**src/rtl/alu_ctrl_pkg.sv**
```systemverilog
// Shared codes for the EX-stage ALU control / multiply-divide block:
// ALU opcodes, funct and ALUOp encodings, and the multiply/divide FSM states.
package alu_ctrl_pkg;

   localparam logic [3:0] OP_AND  = 4'b0000;
   localparam logic [3:0] OP_OR   = 4'b0001;
   localparam logic [3:0] OP_LUI  = 4'b0010;
   localparam logic [3:0] OP_ADD  = 4'b0011;
   localparam logic [3:0] OP_SLL  = 4'b0100;
   localparam logic [3:0] OP_NOR  = 4'b0101;
   localparam logic [3:0] OP_SRL  = 4'b0110;
   localparam logic [3:0] OP_SUB  = 4'b0111;
   localparam logic [3:0] OP_JR   = 4'b1000;
   localparam logic [3:0] OP_NONE = 4'b1001;

   localparam logic [5:0] FN_AND   = 6'b100100;
   localparam logic [5:0] FN_OR    = 6'b100101;
   localparam logic [5:0] FN_ADD   = 6'b100000;
   localparam logic [5:0] FN_SUB   = 6'b100010;
   localparam logic [5:0] FN_NOR   = 6'b100111;
   localparam logic [5:0] FN_SLL   = 6'b000000;
   localparam logic [5:0] FN_SRL   = 6'b000010;
   localparam logic [5:0] FN_JR    = 6'b001000;
   localparam logic [5:0] FN_MULT  = 6'b011000;
   localparam logic [5:0] FN_MULTU = 6'b011001;
   localparam logic [5:0] FN_DIV   = 6'b011010;
   localparam logic [5:0] FN_DIVU  = 6'b011011;
   localparam logic [5:0] FN_MFHI  = 6'b010000;
   localparam logic [5:0] FN_MTHI  = 6'b010001;
   localparam logic [5:0] FN_MFLO  = 6'b010010;
   localparam logic [5:0] FN_MTLO  = 6'b010011;

   localparam logic [2:0] ALUOP_ADDI = 3'b110;
   localparam logic [2:0] ALUOP_ORI  = 3'b101;
   localparam logic [2:0] ALUOP_ANDI = 3'b011;
   localparam logic [2:0] ALUOP_LUI  = 3'b001;
   localparam logic [2:0] ALUOP_LWSW = 3'b010;
   localparam logic [2:0] ALUOP_BEQ  = 3'b100;

   typedef enum logic [1:0] {
      IDLE = 2'd0,
      MUL  = 2'd1,
      DIV  = 2'd2,
      DONE = 2'd3
   } md_state_t;

endpackage

```
**src/rtl/md_iter_unit.sv**
```systemverilog
// Iterative multiply (shift-add) / divide (restoring) datapath, one bit per cycle,
// with magnitude conversion on load and sign fix-up of the final result.
module md_iter_unit #(
   parameter int DATA_WIDTH = 32
) (
   input  logic                  clk,
   input  logic                  reset,
   input  logic                  load,
   input  logic                  step,
   input  logic                  is_div,
   input  logic                  is_signed,
   input  logic [DATA_WIDTH-1:0] rs,
   input  logic [DATA_WIDTH-1:0] rt,
   output logic                  last,
   output logic [DATA_WIDTH-1:0] res_hi,
   output logic [DATA_WIDTH-1:0] res_lo
);

   localparam int W  = DATA_WIDTH;
   localparam int CW = $clog2(DATA_WIDTH);

   // acc holds {partial product, multiplier} or {remainder, dividend/quotient}
   logic [2*W-1:0] acc;
   logic [2*W-1:0] acc_next;
   logic [W-1:0]   mag_b;
   logic [W-1:0]   rs_hold;
   logic [CW-1:0]  count;
   logic           div_mode;
   logic           neg_lo;
   logic           neg_hi;
   logic           div_zero;

   logic [W-1:0]   mag_rs;
   logic [W-1:0]   mag_rt;
   logic [W:0]     sum;
   logic [W:0]     shifted;
   logic [W:0]     trial;
   logic [2*W-1:0] prod_fix;
   logic [W-1:0]   quo_fix;
   logic [W-1:0]   rem_fix;

   // operand magnitudes for the signed forms
   always_comb begin
      mag_rs = rs;
      mag_rt = rt;
      if (is_signed && rs[W-1]) begin
         mag_rs = -rs;
      end else begin
         mag_rs = rs;
      end
      if (is_signed && rt[W-1]) begin
         mag_rt = -rt;
      end else begin
         mag_rt = rt;
      end
   end

   // one iteration of shift-add or restoring division
   always_comb begin
      sum      = {1'b0, acc[2*W-1:W]} + (acc[0] ? {1'b0, mag_b} : {(W+1){1'b0}});
      shifted  = {acc[2*W-1:W], acc[W-1]};
      trial    = shifted - {1'b0, mag_b};
      acc_next = acc;
      if (div_mode) begin
         if (!trial[W]) begin
            acc_next = {trial[W-1:0], acc[W-2:0], 1'b1};
         end else begin
            acc_next = {shifted[W-1:0], acc[W-2:0], 1'b0};
         end
      end else begin
         acc_next = {sum, acc[W-1:1]};
      end
   end

   // sign fix-up and divide-by-zero override of the final result
   always_comb begin
      prod_fix = neg_lo ? -acc_next : acc_next;
      quo_fix  = neg_lo ? -acc_next[W-1:0] : acc_next[W-1:0];
      rem_fix  = neg_hi ? -acc_next[2*W-1:W] : acc_next[2*W-1:W];
      res_hi   = prod_fix[2*W-1:W];
      res_lo   = prod_fix[W-1:0];
      if (div_mode) begin
         if (div_zero) begin
            res_hi = rs_hold;
            res_lo = {W{1'b1}};
         end else begin
            res_hi = rem_fix;
            res_lo = quo_fix;
         end
      end else begin
         res_hi = prod_fix[2*W-1:W];
         res_lo = prod_fix[W-1:0];
      end
   end

   assign last = step && (count == CW'(W-1));

   // operand latch on issue, then one iteration per step cycle
   always_ff @(posedge clk) begin
      if (reset) begin
         acc      <= {(2*W){1'b0}};
         mag_b    <= {W{1'b0}};
         rs_hold  <= {W{1'b0}};
         count    <= {CW{1'b0}};
         div_mode <= 1'b0;
         neg_lo   <= 1'b0;
         neg_hi   <= 1'b0;
         div_zero <= 1'b0;
      end else if (load) begin
         acc      <= {{W{1'b0}}, (is_div ? mag_rs : mag_rt)};
         mag_b    <= is_div ? mag_rt : mag_rs;
         rs_hold  <= rs;
         count    <= {CW{1'b0}};
         div_mode <= is_div;
         neg_lo   <= is_signed && (rs[W-1] ^ rt[W-1]);
         neg_hi   <= is_signed && is_div && rs[W-1];
         div_zero <= is_div && (rt == {W{1'b0}});
      end else if (step) begin
         acc      <= acc_next;
         count    <= count + CW'(1);
      end else begin
         acc      <= acc;
         count    <= count;
      end
   end

endmodule

```
**src/rtl/alu_control_md.sv**
```systemverilog
// EX-stage ALU control decoder with HI/LO registers, MFHI/MFLO/MTHI/MTLO and an
// iterative multiply/divide engine that stalls the pipeline while it runs.
module alu_control_md
   import alu_ctrl_pkg::*;
#(
   parameter int DATA_WIDTH  = 32,
   parameter int ALUOP_WIDTH = 3
) (
   input  logic                   clk,
   input  logic                   reset,
   input  logic                   valid_i,
   input  logic [ALUOP_WIDTH-1:0] ALUOp,
   input  logic [5:0]             ALUFunction,
   input  logic [DATA_WIDTH-1:0]  ReadData1,
   input  logic [DATA_WIDTH-1:0]  ReadData2,
   output logic [3:0]             ALUOperation,
   output logic [DATA_WIDTH-1:0]  md_result,
   output logic                   md_result_sel,
   output logic                   stall,
   output logic [DATA_WIDTH-1:0]  hi,
   output logic [DATA_WIDTH-1:0]  lo
);

   md_state_t             state;
   md_state_t             state_next;
   logic                  is_rtype;
   logic                  fn_mul;
   logic                  fn_div;
   logic                  fn_signed;
   logic                  start;
   logic                  busy;
   logic                  last;
   logic                  write_mthi;
   logic                  write_mtlo;
   logic [DATA_WIDTH-1:0] res_hi;
   logic [DATA_WIDTH-1:0] res_lo;

   assign is_rtype  = (ALUOp == {ALUOP_WIDTH{1'b1}});
   assign fn_mul    = is_rtype && (ALUFunction == FN_MULT || ALUFunction == FN_MULTU);
   assign fn_div    = is_rtype && (ALUFunction == FN_DIV  || ALUFunction == FN_DIVU);
   assign fn_signed = (ALUFunction == FN_MULT) || (ALUFunction == FN_DIV);
   assign start     = valid_i && (state == IDLE) && (fn_mul || fn_div);
   assign busy      = (state == MUL) || (state == DIV);
   assign stall     = busy || start;
   assign write_mthi = valid_i && (state == IDLE) && is_rtype && (ALUFunction == FN_MTHI);
   assign write_mtlo = valid_i && (state == IDLE) && is_rtype && (ALUFunction == FN_MTLO);

   // ALU opcode decode
   always_comb begin
      ALUOperation = OP_NONE;
      if (is_rtype) begin
         case (ALUFunction)
            FN_AND:  ALUOperation = OP_AND;
            FN_OR:   ALUOperation = OP_OR;
            FN_ADD:  ALUOperation = OP_ADD;
            FN_SUB:  ALUOperation = OP_SUB;
            FN_NOR:  ALUOperation = OP_NOR;
            FN_SLL:  ALUOperation = OP_SLL;
            FN_SRL:  ALUOperation = OP_SRL;
            FN_JR:   ALUOperation = OP_JR;
            default: ALUOperation = OP_NONE;
         endcase
      end else begin
         case (ALUOp)
            ALUOP_WIDTH'(ALUOP_ADDI): ALUOperation = OP_ADD;
            ALUOP_WIDTH'(ALUOP_ORI):  ALUOperation = OP_OR;
            ALUOP_WIDTH'(ALUOP_ANDI): ALUOperation = OP_AND;
            ALUOP_WIDTH'(ALUOP_LUI):  ALUOperation = OP_LUI;
            ALUOP_WIDTH'(ALUOP_LWSW): ALUOperation = OP_ADD;
            ALUOP_WIDTH'(ALUOP_BEQ):  ALUOperation = OP_SUB;
            default:                  ALUOperation = OP_NONE;
         endcase
      end
   end

   // HI/LO move-from path to write-back
   always_comb begin
      md_result_sel = 1'b0;
      md_result     = {DATA_WIDTH{1'b0}};
      if (is_rtype && ALUFunction == FN_MFHI) begin
         md_result_sel = 1'b1;
         md_result     = hi;
      end else if (is_rtype && ALUFunction == FN_MFLO) begin
         md_result_sel = 1'b1;
         md_result     = lo;
      end else begin
         md_result_sel = 1'b0;
         md_result     = {DATA_WIDTH{1'b0}};
      end
   end

   // next state; DONE always returns to IDLE so a held instruction cannot restart
   always_comb begin
      state_next = state;
      case (state)
         IDLE: begin
            if (start && fn_div) begin
               state_next = DIV;
            end else if (start) begin
               state_next = MUL;
            end else begin
               state_next = IDLE;
            end
         end
         MUL, DIV: begin
            if (last) begin
               state_next = DONE;
            end else begin
               state_next = state;
            end
         end
         DONE:    state_next = IDLE;
         default: state_next = IDLE;
      endcase
   end

   // state register
   always_ff @(posedge clk) begin
      if (reset) begin
         state <= IDLE;
      end else begin
         state <= state_next;
      end
   end

   // HI/LO: engine result on the last iteration, otherwise MTHI/MTLO
   always_ff @(posedge clk) begin
      if (reset) begin
         hi <= {DATA_WIDTH{1'b0}};
         lo <= {DATA_WIDTH{1'b0}};
      end else if (last) begin
         hi <= res_hi;
         lo <= res_lo;
      end else begin
         if (write_mthi) begin
            hi <= ReadData1;
         end else begin
            hi <= hi;
         end
         if (write_mtlo) begin
            lo <= ReadData1;
         end else begin
            lo <= lo;
         end
      end
   end

   md_iter_unit #(
      .DATA_WIDTH(DATA_WIDTH)
   ) u_iter (
      .clk       (clk),
      .reset     (reset),
      .load      (start),
      .step      (busy),
      .is_div    (fn_div),
      .is_signed (fn_signed),
      .rs        (ReadData1),
      .rt        (ReadData2),
      .last      (last),
      .res_hi    (res_hi),
      .res_lo    (res_lo)
   );

endmodule

```
**config.mk**
```make
export PLATFORM = sky130hd
export DESIGN_NAME = alu_control_md
export DESIGN_NICKNAME = d
export VERILOG_FILES = /design/src/rtl/alu_ctrl_pkg.sv /design/src/rtl/md_iter_unit.sv /design/src/rtl/alu_control_md.sv
export SDC_FILE = /design/constraint.sdc
export NUM_CORES = 1
export LEC_CHECK = 0
export CORE_UTILIZATION = 55
export DETAILED_ROUTE_END_ITERATION = 10
export PLACE_DENSITY = 0.77
export SLEW_MARGIN = 20
export SYNTH_ARGS = -nofsm -noshare
export SYNTH_HDL_FRONTEND = slang
export SYNTH_SLANG_ARGS = --single-unit
export TNS_END_PERCENT = 20
```
**constraint.sdc**
```tcl
create_clock -name clk -period 13.5 [get_ports clk]
set_clock_uncertainty 0.15 [all_clocks]
set_input_delay 3.375 -clock clk [delete_from_list [all_inputs] [get_ports clk]]
set_output_delay 3.375 -clock clk [all_outputs]
set_load 0.01 [all_outputs]
```
# Word-level counts from Yosys, hierarchy flattened

Index checks and enable logic that the tools add are counted.

Register bits after elaboration: 203
Input bits: 76
Output and inout bits: 102
Logic and storage cells: 111

$add $sub $neg: 8
Eq/ne operators: 27
Mux-type cells: 31
Bitwise operators: 1
Reductions and logical operators: 32

Operator list:

| kind                                                | count |
|---|---|
| two-way mux 32 bit                                  | 19 |
| two-way mux 64 bit                                  | 3 |
| negator 32 bit                                      | 4 |
| negator 64 bit                                      | 1 |
| equality test 6 x 5 -> 1 bit, second input constant | 8 |
| adder 32 x 32 -> 33 bit                             | 1 |
| subtractor 33 x 32 -> 33 bit                        | 1 |
| logical NOT 32 bit                                  | 1 |
| case mux 4 bit (8 select lines)                     | 1 |
| equality test 6 bit, second input constant          | 5 |
| case mux 4 bit (5 select lines)                     | 1 |
| logical AND 1 bit                                   | 17 |
| equality test 3 bit, second input constant          | 4 |
| equality test 3 x 2 -> 1 bit, second input constant | 2 |
| equality test 6 x 2 -> 1 bit, second input constant | 1 |
| equality test 6 x 4 -> 1 bit, second input constant | 1 |
| logical NOT 6 bit                                   | 1 |
| logical OR 1 bit                                    | 6 |
| case mux 2 bit (3 select lines)                     | 1 |
| nonzero test 2 bit                                  | 3 |
| OR reduction 2 bit                                  | 3 |
| adder 5 x 1 -> 5 bit, second input constant         | 1 |
| equality test 5 bit, second input constant          | 1 |
| equality test 2 bit, second input constant          | 2 |
| other kinds (8)                                     | 11 |

# Longest topological paths before layout

Gate-level depths: netlist of the first run.

Depth after elaboration: 8
Depth in mapped cells: 24
Mapped depth without buffers: 21

# Hierarchy

Synthesis of the first run repeated with hierarchy kept, for this count alone.

Cell total of the unflattened synthesis: 2673
Area, all modules: 19169.6 sq um

By module, submodules not included:

| module         | instances | cells an instance | area an instance (sq um) |
|---|---|---|---|
| md_iter_unit   | 1         | 2222              | 15397.3 |
| alu_control_md | 1         | 451               | 3772.4 |

# Least setup slack after synthesis of the first run

Ideal clock, no wire load.

Kind: input to output
Start: input ALUFunction[1]
End: output md_result[12]
Arrival: 4599 ps
Data required time: 9975 ps
Path slack: 5376 ps
Stages: 5
Buffers on the path: 3
Cell sequence: clkbuf_1 clkbuf_1 buf_1 mux2i_1 nor2_1

Cells in the longest elaborated chain, start to end: 4

RTL lines:

| item                         | RTL line             | text |
|---|---|---|
| start, declared              | alu_control_md.sv:13 | `input logic [5:0] ALUFunction,` |
| equality test 6 x 5 -> 1 bit | alu_control_md.sv:83 | `end else if (is_rtype && ALUFunction == FN_MFLO) begin` |
| logical AND 1 bit            | alu_control_md.sv:83 |  |
| two-way mux 32 bit           | alu_control_md.sv:83 |  |
| two-way mux 32 bit (*)       | alu_control_md.sv:80 | `if (is_rtype && ALUFunction == FN_MFHI) begin` |
| end, declared                | alu_control_md.sv:17 | `output logic [DATA_WIDTH-1:0] md_result,` |

Mark *: on every way between the ends. The rest lies on a longest branch, timed or not.

# Worst setup path after layout of the first run

Start: input ALUOp[0]
End: output stall

Cells in the longest elaborated chain, start to end: 5

RTL lines:

| item                                        | RTL line                                   | text |
|---|---|---|
| start, declared                             | alu_control_md.sv:12                       | `input logic [ALUOP_WIDTH-1:0] ALUOp,` |
| equality test 3 bit (*)                     | alu_control_md.sv:38                       | `assign is_rtype = (ALUOp == {ALUOP_WIDTH{1'b1}});` |
| logical AND 1 bit, on equally long branches | alu_control_md.sv:39, alu_control_md.sv:40 |  |
| logical OR 1 bit (*)                        | alu_control_md.sv:42                       | `assign start = valid_i && (state == IDLE) && (fn_mul \|\| fn_div);` |
| logical AND 1 bit (*)                       | alu_control_md.sv:42                       |  |
| logical OR 1 bit (*)                        | alu_control_md.sv:44                       | `assign stall = busy \|\| start;` |
| end, declared                               | alu_control_md.sv:19                       | `output logic stall,` |

Marks and branches as above.

==> impl_metrics.toml, run 1 <==
[run_status]
status = "completed"

[floorplanning]
core_mm2 = 0.0325
ioPinCount = 178
die_x_um = 184
start_util = 0.558
dieArea_mm2 = 0.0337
rows = 66
die_y_um = 184

[routing]
ant_nets = 0
wl_per_cell_um = 24.6
finalWirelength_um = 74000
drt-vias-per-instance = 6.72
drt-initial-drc-count = 2628
drc = 0
firstDrtPassIters = 6
vias = 20200

[layout]
fin_nets = 2693
area_growth_pct = 15.5
final_layout_size_suffix_gt1_frac = 0.0464
fillCellCount = 2978
final_cell_mix = "nand2_1 (295), nor2_1 (263), a21oi_1 (211)"
final_cells = 3005
mostFrequentLayoutCell = "nand2_1"

[clock_network]
cts_max_path_buffers = 3
clk_pin_slew_ps = 60
tritoncts = "done"
cts.sinks = 203
cts_resized = 0
cts-root-buf = "clkbuf_16"
cts_setup_buffers = 0
numCtsBuffers = 25
clock_latency_ps = 560
hold_buffers = 0
h-tree-depth = 1

[sta]
rsz0062_at_grt = "no"
min_period_ps = 10000
tns_ps = 0
slew_violations = 0
maxSlewHeadroom = 0.237
fin_crit_sh = 0.741
worstMarginPinSlew_ps = 1140
hold_viol = 0
fmax_mhz = 100
finalSetupViolations = 0

[worst_setup_path]
crit_path_end_kind = "primary output"
worstPathRequired_ps = 9970
start_kind = "primary input"
crit_type = "primary input to primary output"
worst-endpoint-arrival_ps = 6480
cp_max_fo = 58

[grt]
grt_overflow = 0
antenna_found_initial = 5
grt_max_degree = 86
grt_pass1_wl_um = 111000
grt.total_usage = 0.431
first_global_vias = 18800

[logic_synthesis]
avgSynthCellArea_um2 = 7.30
ys_warn_count = 0
synthCells = 2488
ys_async_sr_fraction = 0
synth_top_area_share = 0.224
synth.distinct_cells = 89
synthAdderAreaFrac = 0.0511
synth_compound_area_frac = 0.281
synth.top_cells.by_area = "dfxtp_1 (22%), mux2i_1 (7.8%), nand2_1 (6.1%)"
syn_area_mm2 = 0.0182
synth_edf_count = 0
muxShareOfSynthArea = 0.0827
post_synth_and_or_nand_nor_area_fraction = 0.219
synth_flop_cell = "dfxtp_1"
yosysTopAreaCell = "dfxtp_1"
synth_top_family_by_area = "compound AO/OA/AOI/OAI gates"
syn-num-nets = 2637
ys_seq_elements = 203
synth-xor-area-share = 0.0883
ys_seq_area_frac = 0.224

[place]
dp_cells = 2958
dp_hpwl_um = 55700
io_buffers = 177
gp_congestion = 1.01

[power]
p_leak_nw = 7.89
internal_power_mw = 1.41
combPwrFrac = 0.403
ir_drop_uv = 110
power.density_mw_per_mm2 = 112
pwr-share-clk = 0.324
switchingPower_mw = 0.930
p_sw_frac = 0.397
p_seq_frac = 0.273

[worst_hold_path]
min_path_type = "flop to flop"

[flow_run]
maxCapViolations = 0
## worst max-delay path, cell delays in order
cell and delay [ps]:
clkdlybuf4s50_1 600, and3_1 260, nand3_1 160, nor2_1 310
nand2_4 380, nand2_1 690, clkdlybuf4s50_1 670
## layout make-up
type | count | area, um^2 | area share
Sequential cell | 203 | 4070 | 0.194
Tap cell | 442 | 553 | 0.0264
Multi-Input combinational cell | 2033 | 13200 | 0.628
Timing Repair Buffer | 206 | 1990 | 0.0949
Clock inverter | 7 | 178 | 0.00847
Inverter | 75 | 282 | 0.0134
Antenna cell | 1 | 2.50 | 0.000119
Clock buffer | 38 | 724 | 0.0345
## state kept, by name, indices dropped and copies added, names as in the netlist, 2 cells and up
| signal | count |
|---|---|
| u_iter.rs_hold | 32 |
| u_iter.count | 5 |
| u_iter.acc | 64 |
| lo | 32 |
| state | 2 |
| u_iter.mag_b | 32 |
| hi | 32 |
## synth_stat cells, types with 8 or more instances
library cell	n
a2111oi_0	8
a211oi_1	75
a21o_1	30
a21oi_1	212
a221oi_1	68
a222oi_1	12
a22oi_1	18
a311o_1	8
a311oi_1	15
a31oi_1	22
and2_1	47
and3_1	13
buf_1	17
buf_2	14
clkbuf_1	141
dfxtp_1	203
ha_1	71
inv_1	74
mux2i_1	142
nand2_1	297
nand2b_1	20
nand3_1	33
nand4_1	19
nor2_1	265
nor2b_1	11
nor3_1	76
nor4_1	19
o211ai_1	22
o21a_1	14
o21ai_0	139
o22ai_1	9
o31ai_1	24
o41ai_1	14
or2_2	16
or3_1	23
xnor2_1	114
xor2_1	69
## cell families (layout without fill, tap and decap cells)
| logic type | after synthesis | count (layout) |
|---|---|---|
| compound gates | 759 | 759 |
| xor+xnor | 183 | 183 |
| fa+ha+maj | 73 | 73 |
| buf+inv | 252 | 326 |
| flops | 203 | 203 |
| mux | 149 | 149 |
| other cells | 0 | 1 |
| simple gates | 869 | 869 |
## per-layer routing
layer,wire [um],track usage,up-vias
met2,32800,0.676,1173
met3,7440,0.0895,280
met5,52,0,-
met4,5690,0.296,8
met1,28000,0.528,9515
li1,-,-,9221
## power by group through the flow
stage	Sequential, mW	Combinational [mW]	Clock (mW)
2_1_floorplan	0.645	0.644	0
3_3_place_gp	0.651	0.891	0
3_5_place_dp	0.652	0.906	0
4_1_cts	0.639	0.913	0.755
5_1_grt	0.641	1.01	0.777
6_report	0.640	0.944	0.758
## per-stage QoR
| stage | cell area (um^2) | hold slack, ps | power, mW | util | setup slack [ps] |
|---|---|---|---|---|---|
| after floorplan | 18200 | 283 | 1.29 | - | 5380 |
| after global placement | 20100 | 291 | 1.54 | 0.616 | 3690 |
| after detailed placement | 20100 | 298 | 1.56 | 0.616 | 3590 |
| after CTS | 21000 | 304 | 2.31 | 0.644 | 3580 |
| after global routing | 21000 | 321 | 2.43 | 0.644 | 3240 |
| final | 21000 | 305 | 2.34 | 0.645 | 3500 |
## path summary, 6_finish.rpt
check / depth (start not counted) / slack (ps) / from / end
max: 7 / 3500 / ALUOp[0] / stall
max reg2reg: 20 / 6670 / u_iter.mag_b[17]$_SDFFE_PP0P_ / hi[18]$_SDFFE_PP0P_
min: 2 / 300 / u_iter.rs_hold[10]$_SDFFE_PP0P_ / u_iter.rs_hold[10]$_SDFFE_PP0P_
min reg2reg: 2 / 300 / u_iter.rs_hold[10]$_SDFFE_PP0P_ / u_iter.rs_hold[10]$_SDFFE_PP0P_
Note: power is estimated with default switching activity, not from simulation.
==> run 2: changes to the inputs <==
==> constraint.sdc (replaced) <==
create_clock -name clk -period 9.9 [get_ports clk]
set_clock_uncertainty 0.15 [all_clocks]
set_input_delay 2.475 -clock clk [delete_from_list [all_inputs] [get_ports clk]]
set_output_delay 2.475 -clock clk [all_outputs]
set_load 0.01 [all_outputs]
==> run 2 against run 1 <==
Effect of this change: core utilization up 0.12 points; critical path depth stayed put; cell count grew 0.20%; non-clock buffer count grew 5; clock power up 36%; combinational power is 36% higher; setup slack got worse by 1500 ps; final area grew 0.19%; worst hold slack improved by 2.9 ps; register-to-register slack got worse by 3500 ps; critical path type unchanged; critical endpoint unchanged; largest cell class unchanged; largest power group unchanged.
==> impl_metrics.toml, run 2 (synthesis gave the netlist of run 1 again) <==
[worst_hold_path]
min_path_type = "flop to flop"
min_to = "u_iter.rs_hold[30]$_SDFFE_PP0P_"
min_path_cells = 2
hold_start = "u_iter.rs_hold[30]$_SDFFE_PP0P_"

[grt]
grt_pass1_wl_um = 111000
antenna_found_initial = 1
grt_overflow = 0
first_global_vias = 18400
grt.total_usage = 0.434
grt_max_degree = 76

[worst_setup_path]
reg2reg_setup_slack_ps = 3160
crit_type = "primary input to primary output"
start_kind = "primary input"
crit_path_end_kind = "primary output"
worst-endpoint-arrival_ps = 5230
cp_max_fo = 16
worstPathRequired_ps = 7280
r2r-end = "hi[18]$_SDFFE_PP0P_"
reg2reg_depth = 20
r2r-start = "u_iter.mag_b[17]$_SDFFE_PP0P_"

[place]
gp_congestion = 0.997
dp_hpwl_um = 57200
io_buffers = 177

[routing]
finalWirelength_um = 75500
ant_nets = 0
vias = 20200
drc = 0
firstDrtPassIters = 6
wl_per_cell_um = 25.1
drt-vias-per-instance = 6.70
drt-initial-drc-count = 2723

[floorplanning]
start_util = 0.558
ioPinCount = 178
core_mm2 = 0.0325
dieArea_mm2 = 0.0337
die_x_um = 184
rows = 66
die_y_um = 184

[sta]
hold_viol = 0
min_period_ps = 7860
maxSlewHeadroom = 0.300
fmax_mhz = 127
whs_ps = 308
rsz0062_at_grt = "no"
fin_crit_sh = 0.793
finalSetupViolations = 0
slew_violations = 0
tns_ps = 0
worstMarginPinSlew_ps = 1050

[run_status]
status = "completed"

[clock_network]
numCtsBuffers = 25
clock_latency_ps = 570
cts_resized = 0
cts-root-buf = "clkbuf_16"
cts_max_path_buffers = 3
h-tree-depth = 1
cts_setup_buffers = 0
clk_pin_slew_ps = 60
tritoncts = "done"
cts.sinks = 203
hold_buffers = 0

[power]
power.density_mw_per_mm2 = 151
ir_drop_uv = 236
p_leak_nw = 7.93

[layout]
top_register = "u_iter.acc"
area_growth_pct = 15.7
largest_register_ffs = 64
final_layout_size_suffix_gt1_frac = 0.0518
final_cell_mix = "nand2_1 (295), nor2_1 (263), a21oi_1 (211)"
fin_nets = 2698
mostFrequentLayoutCell = "nand2_1"

[flow_run]
maxCapViolations = 0
run 2: changes by cell type in the layout (fill, tap and decap cells not counted), sizes merged:
cell / delta
clkinvlp: +1
buf: +5
clkbuf: -3
bufinv: -3
inv: +2
clkinv: +4
run 2: final cells by class:
cell class	count	area, um^2
clock buffers	35	774
well taps	442	553
flip-flops and latches	203	4070
repair buffers	211	2020
diodes	1	2.50
fillers	2987	11500
inverters	75	282
multi-input cells	2033	13200
clock inverters	11	136
run 2: worst max path at each step:
stage / slack (ps) / to / depth (start not counted) / startpoint
global placement: 2260 / stall / 7 / ALUOp[0]
CTS: 2090 / stall / 7 / ALUOp[0]
finish: 2040 / stall / 7 / ALUOp[0]
detailed placement: 2090 / stall / 7 / ALUOp[0]
global route: 1970 / md_result[23] / 6 / ALUOp[0]
floorplan: 3580 / md_result[12] / 5 / ALUFunction[1]
run 2: power by group:
| part | leakage, nW | switching (mW) | internal (mW) |
|---|---|---|---|
| Sequential | 1.64 | 0.0287 | 0.844 |
| Clock | 0.448 | 0.426 | 0.603 |
| Combinational | 5.84 | 0.830 | 0.448 |
| Total | 7.93 | 1.29 | 1.90 |
run 2: stage by stage:
step	instance area, um^2	std cells	power (mW)	setup slack, ps	util
finish	21000	3011	3.18	2040	0.646
global placement	20100	2964	2.11	2260	0.618
detailed placement	20100	2964	2.13	2090	0.618
global route	21000	3010	3.31	1970	0.646
floorplan	18200	2488	1.76	3580	-
CTS	21000	3010	3.14	2090	0.646
run 2: layer usage:
layer / GRT usage / vias up / wire length, um
li1: - / 9208 / -
met1: 0.546 / 9509 / 28700
met2: 0.691 / 1206 / 34000
met3: 0.0719 / 257 / 7370
met4: 0.275 / 2 / 5440
met5: 0 / - / 19
run 2: critical path: stages:
cell and delay, ps:
clkdlybuf4s50_1 600, and3_1 280, nand3_1 150, nor2_1 360, nand2_4 150, nand2_1 550
clkdlybuf4s50_1 660
==> run 3: changes to the inputs <==
--- a/config.mk
+++ b/config.mk
@@ -5,9 +5,9 @@
 export SDC_FILE = /design/constraint.sdc
 export NUM_CORES = 1
 export LEC_CHECK = 0
-export CORE_UTILIZATION = 55
+export CORE_UTILIZATION = 54
 export DETAILED_ROUTE_END_ITERATION = 10
-export PLACE_DENSITY = 0.77
+export PLACE_DENSITY = 0.79
 export SLEW_MARGIN = 20
 export SYNTH_ARGS = -nofsm -noshare
 export SYNTH_HDL_FRONTEND = slang
==> constraint.sdc (replaced) <==
create_clock -name clk -period 6.6 [get_ports clk]
set_clock_uncertainty 0.15 [all_clocks]
set_input_delay 1.65 -clock clk [delete_from_list [all_inputs] [get_ports clk]]
set_output_delay 1.65 -clock clk [all_outputs]
set_load 0.01 [all_outputs]
==> run 3 against run 2 <==
Effect of this change: register-to-register slack got worse by 2600 ps; core utilization rose by 0.12 points; clock power rose by 50%; combinational power rose by 59%; highest routed layer is now met4; total power rose by 54%; cell count rose by 0.86%; final area rose by 0.95%; via count rose by 3.1%; die area rose by 1.8%; wire length rose by 5.9%; non-clock buffer count rose by 25.
==> impl_metrics.toml, run 3 (synthesis gave the netlist of run 1 again) <==
[place]
dp_hpwl_um = 60900
pre_cts_slack_ps = 565
dp_cells = 2989
io_buffers = 177
gp_congestion = 1.04
post_dp_cell_area_mm2 = 0.0203

[floorplanning]
dieArea_mm2 = 0.0344
ioPinCount = 178
core_mm2 = 0.0328
start_util = 0.554
die_y_um = 185
die_x_um = 185
rows = 66

[layout]
largest_register_ffs = 64
final_layout_size_suffix_gt1_frac = 0.0617
fin_area_mm2 = 0.0212
top_register = "u_iter.acc"
post-route-util = 0.647
fin_nets = 2724
n_antenna_cell = 0
final_cells = 3037
final_cell_mix = "nand2_1 (295), nor2_1 (262), a21oi_1 (211)"
area_growth_pct = 16.8
mostFrequentLayoutCell = "nand2_1"

[power]
ir_drop_uv = 402
p_leak_nw = 8.03
power.density_mw_per_mm2 = 230
power.total_mw = 4.88

[clock_network]
clock_latency_ps = 570
tritoncts = "done"
cts_max_path_buffers = 3
cts_resized = 0
clk_pin_slew_ps = 60
cts_setup_buffers = 0
hold_buffers = 0
h-tree-depth = 1
numCtsBuffers = 26
cts-root-buf = "clkbuf_16"
cts.sinks = 203

[run_status]
status = "completed"

[sta]
min_period_ps = 6090
finalSetupViolations = 0
tns_ps = 0
fmax_mhz = 164
rsz0062_at_grt = "no"
fin_crit_sh = 0.923
maxSlewHeadroom = 0.284
hold_viol = 0
setup_slack_ps = 505
whs_ps = 305
worstMarginPinSlew_ps = 1070
slew_violations = 0

[worst_setup_path]
r2r-start = "u_iter.mag_b[11]$_SDFFE_PP0P_"
cp_max_fo = 33
reg2reg_depth = 20
worstPathCellList = "clkdlybuf4s50_1 -> and3_1 -> nand3_1 -> or3_1 -> nor2_1 -> clkdlybuf4s50_1"
worstPathRequired_ps = 4800
slowest_stage = "or3_1"
crit_type = "primary input to primary output"
start_kind = "primary input"
worst-endpoint-arrival_ps = 4290
crit_path_end_kind = "primary output"
crit_end = "md_result[23]"
cpMostUsedCell = "clkdlybuf4s50_1"
slowest_delay_ps = 770
critPathLaunch = "ALUOp[0]"
r2r-end = "hi[30]$_SDFFE_PP0P_"
reg2reg_setup_slack_ps = 560

[grt]
busiest_layer = "met2"
grt_pass1_wl_um = 117000
grt_overflow = 0
grtUsageMet3 = 0.106
groute.layer.met2.usage = 0.692
grt.total_usage = 0.456
antenna_found_initial = 1
grt_max_degree = 67
first_global_vias = 19000
met1_usage = 0.575

[routing]
drt-initial-drc-count = 2994
ant_nets = 0
vias = 20800
drc = 0
finalWirelength_um = 80000
wl_per_cell_um = 26.3
drt-vias-per-instance = 6.85
firstDrtPassIters = 6

[worst_hold_path]
min_path_type = "flop to flop"

[flow_run]
maxCapViolations = 0
[run 3: where the power goes]
group          switching, mW  total (mW)  internal [mW]
registers             0.0444        1.31           1.27
clock network          0.643        1.55          0.904
logic                   1.33        2.03          0.697
total                   2.02        4.88           2.87
[run 3: worst max-delay path: cells and delay by family]
| kind | cells | cell delay [ps] |
|---|---|---|
| simple gates | 4 | 1430 |
| buf+inv | 2 | 1190 |
[run 3: worst min path at each step]
| stage | cells after the start | end | startpoint |
|---|---|---|---|
| after global placement | 2 | u_iter.rs_hold[3]$_SDFFE_PP0P_ | u_iter.rs_hold[3]$_SDFFE_PP0P_ |
| after global routing | 2 | u_iter.rs_hold[3]$_SDFFE_PP0P_ | u_iter.rs_hold[3]$_SDFFE_PP0P_ |
| after CTS | 2 | u_iter.rs_hold[3]$_SDFFE_PP0P_ | u_iter.rs_hold[3]$_SDFFE_PP0P_ |
| after floorplan | 2 | u_iter.rs_hold[23]$_SDFFE_PP0P_ | u_iter.rs_hold[23]$_SDFFE_PP0P_ |
| final | 2 | u_iter.rs_hold[3]$_SDFFE_PP0P_ | u_iter.rs_hold[3]$_SDFFE_PP0P_ |
| after detailed placement | 2 | u_iter.rs_hold[23]$_SDFFE_PP0P_ | u_iter.rs_hold[23]$_SDFFE_PP0P_ |
[run 3: final cells by class]
class                   count  area, um^2
fillers                  2999       11600
multi-input cells        2033       13200
inverters                  75         282
well taps                 442         553
flip-flops and latches    203        4070
clock inverters            19         245
clock buffers              29         672
repair buffers            236        2210
[run 3: metal layers]
layer  routed length, um  vias to the layer above
met5                   0                        -
met4                5970                        0
met3                8960                      311
met2               34400                     1361
met1               30600                     9835
li1                    -                     9294
